**config.mk**
```make
export PLATFORM = sky130hd
export DESIGN_NAME = rx_deframer
export DESIGN_NICKNAME = d
export VERILOG_FILES = /design/src/rtl/uart_pkg.sv /design/src/rtl/rx_bit_sampler.sv /design/src/rtl/rx_deframer.sv
export SDC_FILE = /design/constraint.sdc
export NUM_CORES = 1
export LEC_CHECK = 0
export BUFFER_PORTS_ARGS = -buffer_cell sky130_fd_sc_hd__buf_2
export CORE_MARGIN = 2
export CORE_UTILIZATION = 45
export CTS_CLUSTER_SIZE = 20
export DETAILED_ROUTE_END_ITERATION = 6
export PLACE_DENSITY = 0.71
export SLEW_MARGIN = 0
export SYNTH_ARGS = -nofsm -noshare
export SYNTH_HDL_FRONTEND = slang
export SYNTH_HIERARCHICAL = 1
export SYNTH_SLANG_ARGS = --single-unit
```
**constraint.sdc**
```tcl
create_clock -name clk_i -period 3.1 [get_ports clk_i]
set_input_delay 0.31 -clock clk_i [delete_from_list [all_inputs] [get_ports clk_i]]
set_output_delay 0.31 -clock clk_i [all_outputs]
set_load 0.005 [all_outputs]
```
**src/rtl/uart_pkg.sv**
```systemverilog
// Shared types and constants for the UART receive path.
package uart_pkg;

    typedef enum logic [2:0] {
        ST_IDLE,
        ST_START,
        ST_DATA,
        ST_PARITY,
        ST_STOP,
        ST_WAIT_HIGH
    } rx_state_e;

    localparam logic [1:0] PAR_NONE     = 2'b00;
    localparam logic [1:0] PAR_ODD      = 2'b01;
    localparam logic [1:0] PAR_EVEN     = 2'b10;
    localparam logic [1:0] PAR_EVEN_ALT = 2'b11;

    localparam int MIN_DATA_BITS = 5;
    localparam int MAX_DATA_BITS = 9;

    typedef struct packed {
        logic parity_err;
        logic frame_err;
        logic brk;
    } rx_status_t;

    function automatic logic par_enabled(input logic [1:0] mode);
        return mode != PAR_NONE;
    endfunction

endpackage

```
**src/rtl/rx_bit_sampler.sv**
```systemverilog
// Input synchronizer and bit-value decision, one cycle after the sample point.
// RX_MAJORITY_VOTE_EN selects a 3-sample majority vote around the sample point.
module rx_bit_sampler #(
    parameter int SYNC_STAGES = 3
) (
    input  logic clk_i,
    input  logic rst_ni,
    input  logic rx_i,
    output logic rxs_o,
    output logic bit_o
);

    logic [SYNC_STAGES-1:0] sync_q;

    always_ff @(posedge clk_i or negedge rst_ni) begin
        if (!rst_ni) sync_q <= '1;
        else         sync_q <= {sync_q[SYNC_STAGES-2:0], rx_i};
    end

    assign rxs_o = sync_q[SYNC_STAGES-1];

`ifdef RX_MAJORITY_VOTE_EN
    // hist_q[0] is rxs at the sample point, hist_q[1] the cycle before it
    logic [1:0] hist_q;

    always_ff @(posedge clk_i or negedge rst_ni) begin
        if (!rst_ni) hist_q <= '1;
        else         hist_q <= {hist_q[0], rxs_o};
    end

    assign bit_o = (rxs_o & hist_q[0]) | (rxs_o & hist_q[1]) | (hist_q[0] & hist_q[1]);
`else
    logic hist_q;

    always_ff @(posedge clk_i or negedge rst_ni) begin
        if (!rst_ni) hist_q <= 1'b1;
        else         hist_q <= rxs_o;
    end

    assign bit_o = hist_q;
`endif

endmodule

```
**src/rtl/rx_deframer.sv**
```systemverilog
// UART receive deframer: baud timing, frame FSM and held output word.
// Optional RX_MAJORITY_VOTE_EN enables majority voting in rx_bit_sampler.
module rx_deframer
    import uart_pkg::*;
#(
    parameter int DATA_W      = 8,
    parameter int CLK_DIV_W   = 16,
    parameter int SYNC_STAGES = 3
) (
    input  logic                 clk_i,
    input  logic                 rst_ni,
    input  logic [CLK_DIV_W-1:0] cr_clk_div_i,
    input  logic [3:0]           cr_ds_i,
    input  logic [1:0]           cr_p_i,
    input  logic                 cr_s_i,
    input  logic                 uart_rx_i,
    output logic [DATA_W-1:0]    data_o,
    output logic                 parity_err_o,
    output logic                 frame_err_o,
    output logic                 break_o,
    output logic                 overrun_o,
    output logic                 valid_o,
    input  logic                 ready_i
);

    localparam logic [3:0]           DW     = 4'(DATA_W);
    localparam logic [3:0]           MIN_DS = 4'(MIN_DATA_BITS);
    localparam logic [CLK_DIV_W-1:0] ONE    = CLK_DIV_W'(1);

    rx_state_e             state_q, state_d;
    logic [CLK_DIV_W-1:0]  cnt_q, div_q;
    logic [3:0]            nbits_q, bit_cnt_q;
    logic [1:0]            par_q;
    logic                  two_stop_q;
    logic [DATA_W-1:0]     shift_q;
    logic                  pbit_q, stop_err_q, stop1_low_q, samp_q;
    rx_status_t            status_q, status_c;

    logic rxs, bit_v;

    rx_bit_sampler #(.SYNC_STAGES(SYNC_STAGES)) u_sampler (
        .clk_i  (clk_i),
        .rst_ni (rst_ni),
        .rx_i   (uart_rx_i),
        .rxs_o  (rxs),
        .bit_o  (bit_v)
    );

    logic [3:0]        ds_eff;
    logic              active, start_det, last_data, last_stop, par_en, done, stop1_low;
    logic [DATA_W-1:0] data_w;

    assign ds_eff    = (cr_ds_i >= MIN_DS && cr_ds_i <= DW) ? cr_ds_i : DW;
    assign active    = (state_q == ST_START) || (state_q == ST_DATA) ||
                       (state_q == ST_PARITY) || (state_q == ST_STOP);
    assign start_det = (state_q == ST_IDLE) && !rxs;
    assign last_data = bit_cnt_q == (nbits_q - 4'd1);
    assign last_stop = bit_cnt_q == {3'b000, two_stop_q};
    assign par_en    = par_enabled(par_q);

    // samp_q marks the decision cycle, one cycle after each sample point
    always_comb begin
        state_d = state_q;
        done    = 1'b0;
        case (state_q)
            ST_IDLE:      if (!rxs) state_d = ST_START;
            ST_START:     if (samp_q) state_d = bit_v ? ST_IDLE : ST_DATA;
            ST_DATA:      if (samp_q && last_data) state_d = par_en ? ST_PARITY : ST_STOP;
            ST_PARITY:    if (samp_q) state_d = ST_STOP;
            ST_STOP: begin
                if (samp_q && last_stop) begin
                    done    = 1'b1;
                    state_d = rxs ? ST_IDLE : ST_WAIT_HIGH;
                end
            end
            ST_WAIT_HIGH: if (rxs) state_d = ST_IDLE;
            default:      state_d = ST_IDLE;
        endcase
    end

    // Word and status as seen at completion, folding in the final stop bit
    always_comb begin
        data_w              = shift_q >> (DW - nbits_q);
        stop1_low           = (bit_cnt_q == 4'd0) ? !bit_v : stop1_low_q;
        status_c.parity_err = par_en && ((^data_w ^ pbit_q) != (par_q == PAR_ODD));
        status_c.frame_err  = stop_err_q || !bit_v;
        status_c.brk        = (data_w == '0) && !(par_en && pbit_q) && stop1_low;
    end

    always_ff @(posedge clk_i or negedge rst_ni) begin
        if (!rst_ni) state_q <= ST_IDLE;
        else         state_q <= state_d;
    end

    always_ff @(posedge clk_i or negedge rst_ni) begin
        if (!rst_ni) begin
            cnt_q       <= '0;
            div_q       <= '0;
            nbits_q     <= '0;
            par_q       <= PAR_NONE;
            two_stop_q  <= 1'b0;
            bit_cnt_q   <= '0;
            shift_q     <= '0;
            pbit_q      <= 1'b0;
            stop_err_q  <= 1'b0;
            stop1_low_q <= 1'b0;
            samp_q      <= 1'b0;
        end else begin
            samp_q <= active && (cnt_q == '0);
            if (start_det) begin
                div_q       <= cr_clk_div_i;
                cnt_q       <= (cr_clk_div_i >> 1) - ONE;
                nbits_q     <= ds_eff;
                par_q       <= cr_p_i;
                two_stop_q  <= cr_s_i;
                bit_cnt_q   <= '0;
                shift_q     <= '0;
                pbit_q      <= 1'b0;
                stop_err_q  <= 1'b0;
                stop1_low_q <= 1'b0;
            end else if (active) begin
                cnt_q <= (cnt_q == '0) ? div_q - ONE : cnt_q - ONE;
            end
            if (samp_q) begin
                case (state_q)
                    ST_DATA: begin
                        shift_q   <= {bit_v, shift_q[DATA_W-1:1]};
                        bit_cnt_q <= last_data ? 4'd0 : bit_cnt_q + 4'd1;
                    end
                    ST_PARITY: pbit_q <= bit_v;
                    ST_STOP: begin
                        if (bit_cnt_q == 4'd0) stop1_low_q <= !bit_v;
                        stop_err_q <= stop_err_q | !bit_v;
                        bit_cnt_q  <= bit_cnt_q + 4'd1;
                    end
                    default: ;
                endcase
            end
        end
    end

    // A completion while an unread word is held is dropped and flagged
    always_ff @(posedge clk_i or negedge rst_ni) begin
        if (!rst_ni) begin
            data_o    <= '0;
            status_q  <= '0;
            valid_o   <= 1'b0;
            overrun_o <= 1'b0;
        end else if (done) begin
            if (!valid_o || ready_i) begin
                data_o    <= data_w;
                status_q  <= status_c;
                valid_o   <= 1'b1;
                overrun_o <= 1'b0;
            end else begin
                overrun_o <= 1'b1;
            end
        end else if (valid_o && ready_i) begin
            valid_o   <= 1'b0;
            overrun_o <= 1'b0;
        end
    end

    assign parity_err_o = status_q.parity_err;
    assign frame_err_o  = status_q.frame_err;
    assign break_o      = status_q.brk;

endmodule

```
Word level (Yosys, flattened, before mapping):

Cells that the tools add are included.

* add/subtract/negate cells: 6
* multipliers: 0
* div/mod/pow operators: 0
* $lt $le $gt $ge: 2
* equality and inequality tests: 16
* shift operators: 1
* mux-type cells: 39
* bitwise logic cells: 2
* reductions and logical operators: 30

Operator list (number)
* 16-bit 2-to-1 mux: 3
* 16-bit by 1-bit subtractor with 16-bit output, second input constant: 2
* 3-bit 2-to-1 mux: 8
* 8-bit 2-to-1 mux: 3
* 1-bit 2-to-1 mux: 18
* 3-bit one-hot mux with 6 select lines: 1
* 16-bit logical NOT: 1
* 4-bit 2-to-1 mux: 4
* 15-bit by 1-bit subtractor with 16-bit output, second input constant: 1
* 1-bit logical AND: 10
* 8-bit logical NOT: 1
* 2-bit by 1-bit != test with 1-bit output, second input constant: 4
* 4-bit one-hot mux with 2 select lines: 1
* 8-bit XOR reduction: 1
* 8-bit by 4-bit right shift with 8-bit output: 1
* 3-bit by 2-bit equality test with 1-bit output, second input constant: 2
* 3-bit equality test, second input constant: 2
* 2-bit != test, second input constant: 3
* 6-bit AND reduction: 1
* 2-bit nonzero test: 3
* 1-bit logical OR: 5
* 4-bit by 1-bit adder with 4-bit output, second input constant: 1
* 4-bit by 1-bit equality test with 1-bit output: 1
* 4-bit equality test: 1
* 14 further kinds: 18

* bits in registers: 75
* latch bits: 0
* bits in writable memories: 0
* ROM bits: 0
* output and inout port bits: 13
* word-level logic and storage cells: 116
* memories kept: 0

Logic depth before layout (Yosys ltp):

Gate-level depths: netlist (run 1).

* word-level depth: 6
* depth in mapped cells: 17
* depth with buffers taken out: 15

By module:

Netlist (run 1), hierarchy kept.

By module, submodules not included
* rx_deframer: times used 1, cells each 435, area each 3992.6 um^2, sequential area each 1776.7 um^2
* rx_bit_sampler: times used 1, cells each 4, area each 105.1 um^2, sequential area each 105.1 um^2

Worst setup path after synthesis (run 1):

OpenSTA, ideal clock, no wires.

* path kind: reg2reg
* from: register nbits_q[0]
* to: register status_q, in the netlist parity_err_o
* library setup time: 0.136 ns
* arrival: 3.217 ns
* data required time: 2.964 ns
* slack: -0.254 ns
* cell stages (with the launch flop): 17
* path buffers: 2
* period minus slack after synthesis: 3.354 ns
* cells stage by stage: dfrtp_1 > buf_1 > inv_1 > ha_1 > xor2_1 > clkbuf_1 > mux2_2 > nor2_1 > a211oi_1 > o21ai_0 > ha_1 > xnor2_1 > xnor2_1 > xnor2_1 > nor3b_1 > a21oi_1 > o21ai_0

* cells in the longest elaborated chain, start to end: 6

Ends and longest elaborated chain
* from (decl): RTL line rx_deframer.sv:32 `logic [3:0] nbits_q, bit_cnt_q;`
* from (signal assigned): RTL line rx_deframer.sv:113 `nbits_q <= ds_eff;`
* 4-bit subtractor: RTL line rx_deframer.sv:83 `data_w = shift_q >> (DW - nbits_q);`
* 8-bit by 4-bit right shift with 8-bit output: RTL line rx_deframer.sv:83
* 8-bit XOR reduction: RTL line rx_deframer.sv:85 `status_c.parity_err = par_en && ((^data_w ^ pbit_q) != (par_q == PAR_ODD));`
* 1-bit XOR: RTL line rx_deframer.sv:85
* 1-bit != test: RTL line rx_deframer.sv:85
* 1-bit logical AND: RTL line rx_deframer.sv:85
* to (signal assigned): RTL line rx_deframer.sv:152 `status_q <= status_c;`
* to (decl): RTL line rx_deframer.sv:37 `rx_status_t status_q, status_c;`

No other way between the ends.
A chain may end at the register's enable or synchronous reset.

Worst setup path after layout (run 1):

Ends and elaborated chain as after synthesis.

==> out/results.tsv, run 1 <==
metric	value	unit
yosys_register_bits	75	
cp_slowest_stage_delay	380	ps
criticalPathCategory	register to register	
synthArstFlopShare	1.00	
synth_edf_count	0	
cts_hold_buf	0	
hp-class	input port to register	
port_buffers	39	
ant_nets	0	
fin_tns_setup	0	ps
start_util	0.468	
outcome	finished, final reports clean	
dieArea	9890	µm²
nets	514	
switchingPower	0.00190	W
grt_overflow	0	
vias_per_cell	5.52	
critPathLaunchType	register	
wl_met2	4280	µm
met1Wirelength	3930	µm
internal_power	0.00266	W
die_width	99.4	µm
leakagePower	2.15	nW
cts_inserted_buffers	9	
place.gp.congestion	0.819	
maxSlewViolCount	0	
crit_arrival	3110	ps
reg2regPathDepth	12	
routed_wl	8780	µm
path_clk_slew	80	ps
num_io_pins	40	
worst_pin_slew	932	ps
syn_inst	439	
crit_required	3310	ps
route.detailed.drc	0	
critPathSlowestCell	dfrtp_1	
maxSlewHeadroom	0.378	
p_per_area	976	nW/µm²
drtIter0Drc	113	
critPathBufInv	1	
wl_met3	388	µm
comb_power_share	0.490	
fin_cells	592	
vdd_drop_max	0.495	mV
pre_cts_slack	228	ps
endpoint_kind	register	
first_global_vias	3258	
post-route-util	0.533	
synth_area	4100	µm²
drt-pass1-iter-count	5	
cp.depth	12	
hold_viol	0	
diodes	0	
clock_path_buffers	2	
core	8760	µm²
place_inst	575	
routedWlPerCell	14.8	µm
setup_ws	199	ps
rows	34	
syn_area_per_cell	9.33	µm²
highest_layer	met4	
htree_num_levels	3	
fmax	345	MHz
die_y	99.4	µm
clock_latency	350	ps
areaGrowthSynthToFinish	14.1	%
yosysSeqAreaShare	0.459	
num_vias	3269	
cp_common_cell	xnor2_1	
crit_family	simple AND/OR/NAND/NOR gates	
power	0.00456	W
ys_warn_count	6	
path_cells	buf_4 -> nor3_1 -> xnor2_1 -> nand2_1 -> or2_2 -> ha_1 -> xnor2_2 -> xnor2_1 -> xnor2_1 -> nor3b_2 -> a21oi_1 -> o21ai_0	
antenna_found_initial	0	
synth.net_count	474	
root_buffer	clkbuf_8	
yosysTopAreaCellShare	0.434	
cts_num_sinks	75	
grt_start_max_net_pins	76	
grt_usage	0.186	
fin_crit_sh	0.936	
netSwitchingFraction	0.417	
maxCapViolations	0	
fin_crit	2900	ps
ys_top_cells_by_area	dfrtp_1 (43%), nand2_1 (8.2%), o21ai_0 (4.3%)	
layout_commonest_cell	nand2_1	
ys_types	57	
synth_area_leader_cell	dfrtp_1	
min_path_cells	1	
seq_power_share	0.324	
dp_hpwl	6120	µm
finalSetupViolCount	0	
clock_skew	9.90	ps
tritoncts	built	
cp_max_fo	11	
p_clk_frac	0.186	
grt_setup_unrepaired	false	
drive_gt1_frac	0.213	
mostFrequentLayoutCells	nand2_1 (89), dfrtp_1 (71), nor2_1 (38), buf_2 (38), o21ai_0 (34)	
synth_ff_type	dfrtp_1	
grt_pass1_wl	14800	µm
-- cell families (layout without fill, tap and decap cells) --
logic type,count (synthesis),after routing,share of synthesized area
and+or+nand+nor,187,187,0.221
AOI/OAI and AO/OA,101,101,0.167
DFF,75,75,0.459
buffers and inverters,31,76,0.0348
xor gates and xnor gates,24,24,0.0547
muxes,13,13,0.0394
adders and majority gates,8,8,0.0244
-- through the flow --
stage / area, µm² / hold WS, ps
5_1_grt: 4670 / 31.0
6_report: 4670 / 55.0
4_1_cts: 4640 / 34.9
2_1_floorplan: 4100 / 14.4
3_5_place_dp: 4420 / 347
3_3_place_gp: 4420 / 346
-- state kept, by name, summed over array words and instances, names as in the netlist, 2 cells and up --
signal and flops:
nbits_q 4, bit_cnt_q 4, data_o 8, par_q 2
u_sampler/sync_q 3, shift_q 8, div_q 16, cnt_q 16
state_q 3
-- Yosys cell counts, drive strengths merged, types with 4 or more instances --
library cell	count
nand2	94
dfrtp	71
nor2	38
o21ai	37
a21oi	24
clkbuf	17
xor2	14
nand3	10
o211ai	10
inv	9
nor3	9
xnor2	9
a22o	8
ha	8
nor4	7
mux2i	6
buf	5
mux2	5
nand4	5
a31oi	4
dfstp	4
nand2b	4
nor2b	4
o21a	4
-- power groups by stage --
stage / combinational [W] / clock [W] / sequential [W]
after global routing: 0.00249 / 0.000909 / 0.00151
after CTS: 0.00215 / 0.000871 / 0.00147
after detailed placement: 0.00214 / 0 / 0.00149
after global placement: 0.00208 / 0 / 0.00148
final: 0.00224 / 0.000847 / 0.00148
after floorplan: 0.00173 / 0 / 0.00144
-- timing repair --
item / CTS / global route
setup buffers: 0 / 1
gates resized for setup: 0 / 6
setup endpoints to repair: 0 / 1
-- cell type report --
| cell class | count | area, µm² |
|---|---|---|
| Multi-Input combinational cell | 333 | 2110 |
| Inverter | 9 | 33.8 |
| Clock inverter | 7 | 98.8 |
| Fill cell | 804 | 4090 |
| Tap cell | 108 | 135 |
| Clock buffer | 9 | 124 |
| Timing Repair Buffer | 51 | 292 |
| Sequential cell | 75 | 1880 |
-- routing by layer --
| layer | GRT usage | vias up |
|---|---|---|
| li1 | - | 1613 |
| met1 | 0.229 | 1547 |
| met2 | 0.317 | 91 |
| met3 | 0.0506 | 18 |
| met4 | 0.0664 | 0 |
| met5 | 0 | - |
-- worst paths after layout --
kind                                                from                            end  slack [ps]
setup / recovery                  nbits_q[0]$_DFFE_PN0P_       parity_err_o$_DFFE_PN0P_         200
hold / removal                                 uart_rx_i  u_sampler/sync_q[0]$_DFF_PN1_          50
setup reg to reg                  nbits_q[0]$_DFFE_PN0P_       parity_err_o$_DFFE_PN0P_         200
hold reg to reg            u_sampler/sync_q[1]$_DFF_PN1_  u_sampler/sync_q[2]$_DFF_PN1_         360
max in group asynchronous                         rst_ni          cnt_q[12]$_DFFE_PN0P_        2390
min in group asynchronous                         rst_ni          overrun_o$_DFFE_PN0P_         100
No activity file was read; power rests on OpenSTA's default activity.
==> run 2: changes to the inputs <==
--- a/config.mk
+++ b/config.mk
@@ -10,7 +10,7 @@
 export CORE_UTILIZATION = 45
 export CTS_CLUSTER_SIZE = 20
 export DETAILED_ROUTE_END_ITERATION = 6
-export PLACE_DENSITY = 0.71
+export PLACE_DENSITY = 0.67
 export SLEW_MARGIN = 0
 export SYNTH_ARGS = -nofsm -noshare
 export SYNTH_HDL_FRONTEND = slang
==> out/results.tsv, run 2 (same netlist as run 1, synthesis figures left out) <==
metric	value	unit	change
outcome	finished, final reports clean		unchanged
cp_common_cell	xnor2_1		unchanged
critPathSlowestCell	dfrtp_1		unchanged
crit_required	3360	ps	was 3310 ps
maxCapViolations	0		unchanged
route.detailed.drc	0		unchanged
routedWlPerCell	14.4	µm	was 14.8 µm
critPathBufInv	2		was 1
cts_num_sinks	75		unchanged
cp_max_fo	10		was 11
place.gp.congestion	0.882		was 0.819
antenna_found_initial	0		unchanged
tritoncts	built		unchanged
num_vias	3248		was 3,269
drive_gt1_frac	0.202		was 0.213
fin_tns_setup	0	ps	unchanged
vdd_drop_max	0.496	mV	was 0.495 mV
crit_family	XOR/XNOR gates		was simple AND/OR/NAND/NOR gates
comb_power_share	0.491		was 0.490
critPathLaunchType	register		unchanged
first_global_vias	3013		was 3,258
port_buffers	39		unchanged
leakagePower	2.13	nW	was 2.15 nW
cts_resized	0		unchanged
die_y	99.4	µm	unchanged
clock_latency	340	ps	was 350 ps
post_cts_buffers	0		unchanged
cts_hold_buf	0		unchanged
grt_overflow	0		unchanged
areaGrowthSynthToFinish	12.3	%	was 14.1%
hold_viol	0		unchanged
internal_power	0.00248	W	was 0.00266 W
worst_pin_slew	940	ps	was 932 ps
clock_skew	11.1	ps	was 9.90 ps
fin_crit	2830	ps	was 2900 ps
whs	57.4	ps	was 55.0 ps
cts_inserted_buffers	9		unchanged
htree_num_levels	3		unchanged
vias_per_cell	5.49		was 5.52
dp_hpwl	5910	µm	was 6120 µm
rows	34		unchanged
path_clk_slew	80	ps	about the same
drtIter0Drc	116		was 113
mostFrequentLayoutCells	nand2_1 (89), dfrtp_1 (71), nor2_1 (38), buf_2 (38), o21ai_0 (35)		was nand2_1 (89), dfrtp_1 (71), nor2_1 (38), buf_2 (38), o21ai_0 (34)
fmax	354	MHz	was 345 MHz
layout_commonest_cell	nand2_1		unchanged
p_per_area	933	nW/µm²	was 976 nW/µm²
routed_wl	8500	µm	was 8780 µm
grt_pass1_wl	14500	µm	was 14,800 µm
seq_power_share	0.347		was 0.324
largestRegisters	cnt_q: 16 flops, div_q: 16 flops		unchanged
drt-pass1-iter-count	4		was 5
num_io_pins	40		unchanged
hp-class	input port to register		unchanged
maxSlewViolCount	0		unchanged
criticalPathCategory	register to register		unchanged
root_buffer	clkbuf_8		unchanged
die_width	99.4	µm	unchanged
maxSlewHeadroom	0.374		was 0.378
dieArea	9890	µm²	unchanged
ant_nets	0		unchanged
fin_crit_sh	0.912		was 0.936
core	8760	µm²	unchanged
p_clk_frac	0.161		was 0.186
post-route-util	0.525		was 0.533
grt_start_max_net_pins	76		unchanged
cp_slowest_stage_delay	380	ps	about the same
clock_path_buffers	2		unchanged
netSwitchingFraction	0.421		was 0.417
crit_arrival	3090	ps	was 3110 ps
path_cells	inv_1 -> ha_1 -> xor2_1 -> buf_4 -> mux2i_1 -> nor2_1 -> a31oi_1 -> o21ai_0 -> nand2_1 -> ha_1 -> xnor2_1 -> xnor2_1 -> xnor2_1 -> nor3b_1 -> a21oi_1 -> o21ai_0		was buf_4 -> nor3_1 -> xnor2_1 -> nand2_1 -> or2_2 -> ha_1 -> xnor2_2 -> xnor2_1 -> xnor2_1 -> nor3b_2 -> a21oi_1 -> o21ai_0
diodes	0		unchanged
grt_setup_unrepaired	false		unchanged
finalSetupViolCount	0		unchanged
grt_usage	0.180		was 0.186
nets	514		unchanged
start_util	0.468		unchanged
endpoint_kind	register		unchanged
switchingPower	0.00181	W	was 0.00190 W
run 2: power groups by stage:
stage / clock network (W) / logic, W / registers [W]
after floorplan: 0 / 0.00173 / 0.00144
after detailed placement: 0 / 0.00211 / 0.00151
after CTS: 0.000721 / 0.00212 / 0.00149
final: 0.000693 / 0.00211 / 0.00149
after global routing: 0.000758 / 0.00236 / 0.00153
after global placement: 0 / 0.00207 / 0.00150
run 2: final cells by class:
class / count / area [µm²]
fillers: 814 / 4160
multi-input cells: 333 / 2090
flip-flops and latches: 75 / 1880
repair buffers: 51 / 288
clock buffers: 12 / 155
well taps: 108 / 135
inverters: 9 / 33.8
clock inverters: 4 / 23.8
run 2: worst reg2reg max path: stages (launching register included):
cell and delay [ps]:
dfrtp_1 380, inv_1 90, ha_1 160, xor2_1 200
buf_4 200, mux2i_1 250, nor2_1 70, a31oi_1 130
o21ai_0 100, nand2_1 100, ha_1 240, xnor2_1 190
xnor2_1 150, xnor2_1 100, nor3b_1 180, a21oi_1 50
o21ai_0 140
run 2: path summary, 6_finish.rpt:
| kind | from | to | slack (ps) | cells past startpoint |
|---|---|---|---|---|
| worst max-delay path | nbits_q[0]$_DFFE_PN0P_ | parity_err_o$_DFFE_PN0P_ | 270 | 16 |
| worst min-delay path | uart_rx_i | u_sampler/sync_q[0]$_DFF_PN1_ | 60 | 1 |
| worst max register to register | nbits_q[0]$_DFFE_PN0P_ | parity_err_o$_DFFE_PN0P_ | 270 | 16 |
| worst min register to register | u_sampler/sync_q[1]$_DFF_PN1_ | u_sampler/sync_q[2]$_DFF_PN1_ | 360 | 0 |
| max in group asynchronous | rst_ni | cnt_q[2]$_DFFE_PN0P_ | 2380 | 1 |
| min in group asynchronous | rst_ni | overrun_o$_DFFE_PN0P_ | 80 | 1 |
run 2: metrics by stage:
step / area (µm²) / cells / setup slack (ps) / power [W]
after floorplan: 4100 / 439 / 49.9 / 0.00317
after global placement: 4420 / 576 / 336 / 0.00357
after detailed placement: 4420 / 576 / 280 / 0.00362
after CTS: 4600 / 592 / 266 / 0.00433
after global routing: 4600 / 592 / 36.5 / 0.00465
final: 4600 / 592 / 272 / 0.00429
run 2: routing by layer:
layer	wire length (µm)	up-vias	global-route usage
li1	-	1610	-
met3	414	4	0.0358
met2	4070	80	0.299
met4	61	0	0.0537
met1	3950	1554	0.239
met5	0	-	0
